===== src/rtl/clint_pkg.sv =====
// clint_pkg: address map, reset constants and address decode for clint_multi
package clint_pkg;
  localparam logic [15:0] MSIP_BASE = 16'h0000;
  localparam logic [15:0] MTIMECMP_BASE = 16'h4000;
  localparam logic [15:0] MTIME_LO = 16'hBFF8;
  localparam logic [15:0] MTIME_HI = 16'hBFFC;
  localparam logic [63:0] MTIMECMP_RESET = 64'hFFFF_FFFF_FFFF_FFFF;
  typedef enum logic [2:0] {REG_NONE, REG_MSIP, REG_CMP_LO, REG_CMP_HI, REG_TIME_LO, REG_TIME_HI} reg_kind_e;
  typedef struct packed {
    reg_kind_e kind;
    logic [3:0] hart;
  } dec_t;
  function automatic dec_t decode(input logic [31:0] a, input int nh);
    dec_t d;
    d = '{kind: REG_NONE, hart: 4'd0};
    if (a[1:0] == 2'b00) begin
      if ((a & ~32'h3F) == 32'(MSIP_BASE) && int'(a[5:2]) < nh)
        d = '{kind: REG_MSIP, hart: a[5:2]};
      else if ((a & ~32'h7F) == 32'(MTIMECMP_BASE) && int'(a[6:3]) < nh)
        d = '{kind: a[2] ? REG_CMP_HI : REG_CMP_LO, hart: a[6:3]};
      else if (a == 32'(MTIME_LO))
        d.kind = REG_TIME_LO;
      else if (a == 32'(MTIME_HI))
        d.kind = REG_TIME_HI;
    end
    return d;
  endfunction
endpackage


===== src/rtl/clint_timebase.sv =====
// clint_timebase: prescaled 64-bit mtime counter with half-word writes
module clint_timebase #(
  parameter int TICK_DIV = 50
) (
  input  logic        clk,
  input  logic        rst,
  input  logic        timer_halt,
  input  logic        wr_lo,
  input  logic        wr_hi,
  input  logic [31:0] wdata,
  output logic [63:0] mtime
);
  localparam int PW = TICK_DIV > 1 ? $clog2(TICK_DIV) : 1;
  logic [PW-1:0] presc;
  logic tick;
  assign tick = !timer_halt && presc == PW'(TICK_DIV - 1);
  always_ff @(posedge clk) begin
    if (rst) begin
      presc <= '0;
      mtime <= '0;
    end else if (wr_lo || wr_hi) begin
      presc <= '0;
      if (wr_lo) mtime[31:0] <= wdata;
      if (wr_hi) mtime[63:32] <= wdata;
    end else if (!timer_halt) begin
      presc <= tick ? '0 : presc + 1'b1;
      if (tick) mtime <= mtime + 64'd1;
    end
  end
endmodule


===== src/rtl/clint_multi.sv =====
// clint_multi: multi-hart core-local interruptor (mtime, msip, mtimecmp) on the gpi bus
module clint_multi
  import clint_pkg::*;
#(
  parameter int NUM_HARTS = 2,
  parameter int TICK_DIV = 50,
  parameter int ADDR_W = 16
) (
  input  logic                 clk,
  input  logic                 rst,
  input  logic                 gpi_read,
  input  logic                 gpi_write,
  input  logic [ADDR_W-1:0]    gpi_addr,
  input  logic [31:0]          gpi_wdata,
  output logic [31:0]          gpi_rdata,
  input  logic                 timer_halt,
  output logic [NUM_HARTS-1:0] intr_timer,
  output logic [NUM_HARTS-1:0] intr_soft
);
  dec_t d;
  logic [63:0] mtime;
  logic [63:0] cmp_sel;
  logic [63:0] mtimecmp [NUM_HARTS];
  logic [NUM_HARTS-1:0] msip;
  logic msip_sel;
  logic [31:0] rdata_c;
  assign d = decode(32'(gpi_addr), NUM_HARTS);
  assign intr_soft = msip;
  clint_timebase #(.TICK_DIV(TICK_DIV)) u_timebase (
    .clk(clk),
    .rst(rst),
    .timer_halt(timer_halt),
    .wr_lo(gpi_write && d.kind == REG_TIME_LO),
    .wr_hi(gpi_write && d.kind == REG_TIME_HI),
    .wdata(gpi_wdata),
    .mtime(mtime)
  );
  always_comb begin
    cmp_sel = '0;
    msip_sel = 1'b0;
    for (int i = 0; i < NUM_HARTS; i++) begin
      cmp_sel = d.hart == 4'(i) ? mtimecmp[i] : cmp_sel;
      msip_sel = d.hart == 4'(i) ? msip[i] : msip_sel;
    end
    rdata_c = d.kind == REG_MSIP    ? {31'b0, msip_sel} :
              d.kind == REG_CMP_LO  ? cmp_sel[31:0] :
              d.kind == REG_CMP_HI  ? cmp_sel[63:32] :
              d.kind == REG_TIME_LO ? mtime[31:0] :
              d.kind == REG_TIME_HI ? mtime[63:32] : 32'b0;
  end
  always_ff @(posedge clk) begin
    if (rst) begin
      gpi_rdata <= '0;
      msip <= '0;
      intr_timer <= '0;
      for (int i = 0; i < NUM_HARTS; i++) mtimecmp[i] <= MTIMECMP_RESET;
    end else begin
      if (gpi_read) gpi_rdata <= rdata_c;
      for (int i = 0; i < NUM_HARTS; i++) begin
        if (gpi_write && d.hart == 4'(i) && d.kind == REG_MSIP) msip[i] <= gpi_wdata[0];
        if (gpi_write && d.hart == 4'(i) && d.kind == REG_CMP_LO) mtimecmp[i][31:0] <= gpi_wdata;
        if (gpi_write && d.hart == 4'(i) && d.kind == REG_CMP_HI) mtimecmp[i][63:32] <= gpi_wdata;
        intr_timer[i] <= mtime >= mtimecmp[i];
      end
    end
  end
endmodule


===== config.mk =====
export PLATFORM = sky130hd
export DESIGN_NAME = clint_multi
export DESIGN_NICKNAME = d
export VERILOG_FILES = /design/src/rtl/clint_pkg.sv /design/src/rtl/clint_timebase.sv /design/src/rtl/clint_multi.sv
export SDC_FILE = /design/constraint.sdc
export NUM_CORES = 1
export LEC_CHECK = 0
export ABC_AREA = 1
export ABC_CLOCK_PERIOD_IN_PS = 4640
export CAP_MARGIN = 25
export CORE_MARGIN = 4
export CORE_UTILIZATION = 45
export DETAILED_ROUTE_END_ITERATION = 7
export SLEW_MARGIN = 25
export SYNTH_ARGS = -nofsm -noshare
export SYNTH_HDL_FRONTEND = slang
export SYNTH_SLANG_ARGS = --single-unit

===== constraint.sdc =====
create_clock -name clk -period 4.64 [get_ports clk]
set_input_delay 0.464 -clock clk [delete_from_list [all_inputs] [get_ports clk]]
set_output_delay 0.464 -clock clk [all_outputs]
set_load 0.01 [all_outputs]

---- Yosys cells after proc, flatten, opt, wreduce, memory -nomap -nowiden ----
Memory sizes are Yosys's and may differ from the RTL's.
Index checks and enable logic that the tools add are counted.
word-level totals
  memories ................................ 1
  bits in registers ....................... 106
  output and inout bits ................... 36
  memory bits (writable) .................. 128
  logic and storage cells ................. 93
memories
  memory    depth  bits a word  rd ports  clocked after Yosys merged registers in  write ports  RTL line           source
  mtimecmp  2      64           2         0                                        2            clint_multi.sv:23  logic [63:0] mtimecmp [NUM_HARTS];
operators by class
  add/sub/neg operators ................... 2
  reduce and logical (&&, ||, !) cells .... 22
  magnitude comparators ................... 4
  equality and inequality tests ........... 13
  bitwise logic cells ..................... 4
  muxes and demuxes ....................... 40
operators by type and width
  cell                                                                      count
  32-bit 2-to-1 mux                                                         11
  64-bit 2-to-1 mux                                                         5
  64-bit >= comparator                                                      2
  64-bit by 1-bit adder with 64-bit output (second input constant)          1
  16-bit equality test (second input constant)                              2
  32-bit logical NOT                                                        1
  1-bit 2-to-1 mux                                                          17
  7-bit 2-to-1 mux                                                          2
  1-bit logical AND                                                         13
  9-bit by 8-bit equality test with 1-bit output (second input constant)    1
  3-bit 2-to-1 mux                                                          3
  4-bit by 2-bit < comparator with 1-bit output (second input constant)     2
  6-bit by 1-bit adder with 6-bit output (second input constant)            1
  3-bit by 2-bit equality test with 1-bit output (second input constant)    2
  3-bit equality test (second input constant)                               2
  6-bit equality test (second input constant)                               1
  6-bit 2-to-1 mux                                                          1
  2-bit by 1-bit inequality test with 1-bit output (second input constant)  3
  3-bit AND reduction                                                       2
  4-bit by 1-bit equality test with 1-bit output (second input constant)    1
  4-bit logical NOT                                                         1
  4-bit 2-to-1 mux                                                          1
  1-bit bitwise OR                                                          4
  3-bit by 1-bit equality test with 1-bit output (second input constant)    1
  5 further kinds                                                           5

---- Longest topological paths before layout ----
  word-level depth ........................ 13
  gate-level depth with buffers ........... 16

---- Cells and area by module ----
A second synthesis with hierarchy kept.
unflattened totals
  cell total of the unflattened synthesis .. 2300
  area, all modules ....................... 16434.5 um^2
by module, submodules not included
  module          times used  cells an instance  area an instance (um^2)
  clint_multi     1           1381               11138.2
  clint_timebase  1           919                5296.3

---- Least setup slack after synthesis ----
No wires, ideal clock.
  path type ............................... input port to flip-flop
  from .................................... input gpi_addr[10]
  to ...................................... memory mtimecmp[0][0] (enable)
  setup time .............................. 466 ps
  stages .................................. 10
  buffers on the path ..................... 1
  slack ................................... 318 ps
  data required time ...................... 4174 ps
  data arrival time ....................... 3857 ps
  cell sequence ........................... nor2_1 -> nand2_1 -> nor2_2 -> nand2_1 -> nor2_2 -> inv_2 -> nor2_2 -> inv_1 -> clkbuf_1 -> o21ai_0
RTL lines
  item                RTL line           source
  start: declaration  clint_multi.sv:13  input logic [ADDR_W-1:0] gpi_addr,
  end: declaration    clint_multi.sv:23

==> impl_metrics.yaml <==
status:
  status: "finished, final reports clean"
floorplan:
  start_util_pct: 45.8
  ios: 89
  row_count: 68
  die-height_um: 196
  dieArea_um2: 38300
  dieWidth_um: 196
  core-area_um2: 34600
placed_design:
  placed_cell_area_um2: 17100
  port_buffers: 88
  place_congestion: 1.01
  dp_hpwl_um: 45400
sta:
  fin_crit_sh_pct: 66.6
  fmax_ghz: 0.324
  fin_skew_ps: 18.4
  setup_violations: 0
  rsz0062_at_grt: "false"
  drv_slew: 0
  worstMarginPinSlew_ps: 985
  slew-limit-headroom_pct: 34.3
  setup_tns_ps: 0
  period_needed_ps: 3090
  final_hold_viol_count: 0
detailed_routing:
  drc_errors: 0
  drt_iter0_markers: 1156
  postRouteAntennaNets: 0
  drt-vias-per-instance: 5.60
  firstDrtPassIters: 8
  routed_wl_um: 60000
  num_vias: 15200
  avgRoutedWirePerCell_um: 22.1
synthesis:
  synthDistinctLibCells: 46
  synth_cells: 2174
  synthTopCellsByCount: "563 x nand2_1, 306 x inv_1, 188 x nor2_1"
  synth_most_common_cell: "nand2_1"
  synth_largest_area_cell: "edfxtp_1"
  yosysSeqAreaShare_pct: 37.7
  synth_ff_type: "edfxtp_1"
  ys_seq_elements: 234
  synth_edf_count: 128
  yosys_warnings: 0
  yosysTopAreaCellShare_pct: 24.3
  syn-cell-area_um2: 15800
  synth.area.top_cells: "edfxtp_1 24%, dfxtp_1 13%, nand2_1 13%"
  synth_fp_nets: 2358
  async_reset_ff_share_pct: 0
  synth.avg_cell_area_um2: 7.29
cells_and_area:
  antennaDiodeCount: 0
  final_area_um2: 18100
  layout.nets: 2419
  fin_util_pct: 52.3
  final_layout_size_suffix_gt1_share_pct: 4.79
  areaGrowthSynthToFinish_pct: 14.4
clock_tree:
  cts-resized-gates: 0
  cts_tree: "yes"
  hold_buffers: 0
  cts_buffers: 28
  cts.htree.levels: 1
  worst_skew_pair.late_latency_ps: 570
  clk_path_buf_depth: 3
  cts-root-buf: "clkbuf_16"
  cts_sinks: 234
  path_clk_slew_ps: 60
  cts_setup_buffers: 0
global_route:
  grt_pass1_wl_um: 89300
  overflow: 0
  antenna_found_initial: 0
  grtUsageTotal_pct: 30.4
  grt_max_degree: 75
  first_global_vias: 14400
critical_path:
  path_class: "in2reg"
  cp-end-kind: "register"
  r2r_start: "u_timebase.mtime[1]"
  start_kind: "primary input"
  required_ps: 4930
  startpoint: "gpi_addr[3]"
  r2r_end: "u_timebase.mtime[54]"
  cp.arrival_ps: 3370
  r2r_setup_slack_ps: 1630
  reg2reg_depth: 12
  crit_fanout: 34
  endpoint: "mtimecmp[1][39]"
hold_path:
  hp-class: "reg2reg"
job:
  maxCapViolCount: 0
power_and_ir_drop:
  peakVddDrop_uv: 263
  p_leak_nw: 7.88
  p_per_area_nw_per_um2: 268
final cells by class:
class,count,area [um^2]
fill,3436,16500
multi-input combinational,1548,8390
sequential,234,5970
inverter,315,1180
timing repair buffer,108,1030
clock buffer,45,908
tap,455,569
clock inverter,7,76.3
critical path: stages:
cell             delay [ps]
clkdlybuf4s50_1         510
nor2_1                  130
nand2_1                  60
nor2_1                  200
nand3_1                 460
nand2_2                 240
inv_2                   110
nor3_2                  110
nand3_1                  80
buf_4                   310
nand2_1                 120
buf_4                   360
o21ai_0                 180
registers in the layout, summed over array words and instances (netlist names):
| name | count |
|---|---|
| gpi_rdata | 32 |
| mtimecmp | 128 |
| u_timebase.presc | 6 |
| intr_soft | 2 |
| intr_timer | 2 |
| u_timebase.mtime | 64 |
report_power, final:
group	switching (mW)	internal [mW]
clock	0.925	1.39
sequential	0.0224	2.24
combinational	0.182	0.0985
total	1.13	3.73
stage by stage:
step                      worst slack [ps]  power, mW  instances  hold WS [ps]
final                                 1550       4.86       2712           464
after global routing                  1310       5.02       2712           486
after CTS                             1590       4.89       2712           467
after detailed placement              1030       2.58       2660           458
after global placement                1090       2.58       2660           454
after floorplan                        318       2.45       2174           453
layout by cell type, fill, tap and decap left out, types with 19 or more instances in the layout:
| master | netlist | routed |
|---|---|---|
| nand3_1 | 123 | 123 |
| buf_4 | 3 | 20 |
| o21ai_0 | 146 | 143 |
| o211ai_1 | 39 | 39 |
| nand4_1 | 30 | 30 |
| clkbuf_16 | 0 | 31 |
| a21oi_1 | 132 | 132 |
| nor2_1 | 188 | 187 |
| clkdlybuf4s50_1 | 0 | 88 |
| xor2_1 | 42 | 42 |
| edfxtp_1 | 128 | 128 |
| dfxtp_1 | 106 | 106 |
| nand2_1 | 563 | 563 |
| inv_1 | 306 | 305 |
| a31oi_1 | 19 | 19 |
| ha_1 | 131 | 131 |
| nor3_1 | 38 | 38 |
routing by layer:
| metal | wire (um) | global-route usage [%] | vias to the layer above |
|---|---|---|---|
| li1 | - | - | 7316 |
| met1 | 25600 | 41.2 | 7107 |
| met2 | 27200 | 49.8 | 634 |
| met3 | 4250 | 3.62 | 139 |
| met4 | 2910 | 12.1 | 0 |
| met5 | 0 | 0 | - |
worst min path at each step:
stage	slack, ps	startpoint	depth (start not counted)	end
2_1_floorplan	450	u_timebase.presc[5]	2	u_timebase.presc[5]
3_3_place_gp	450	gpi_rdata[27]	2	gpi_rdata[27]
3_5_place_dp	460	gpi_rdata[27]	2	gpi_rdata[27]
4_1_cts	470	gpi_rdata[18]	2	gpi_rdata[18]
5_1_grt	490	gpi_rdata[30]	2	gpi_rdata[30]
6_report	460	gpi_rdata[27]	2	gpi_rdata[27]
logic make-up (layout without fill, tap and decap cells):
kind of cell               count (synthesis)  in the layout  share of synthesized area, %
and+or+nand+nor                          989            989                          26.3
AOI/OAI and AO/OA                        379            379                          13.4
xor gates and xnor gates                  49             49                          2.71
adders and majority gates                131            131                          10.3
buffers and inverters                    392            475                          9.65
DFF                                      234            234                          37.7
(Power assumes the default switching activity.)
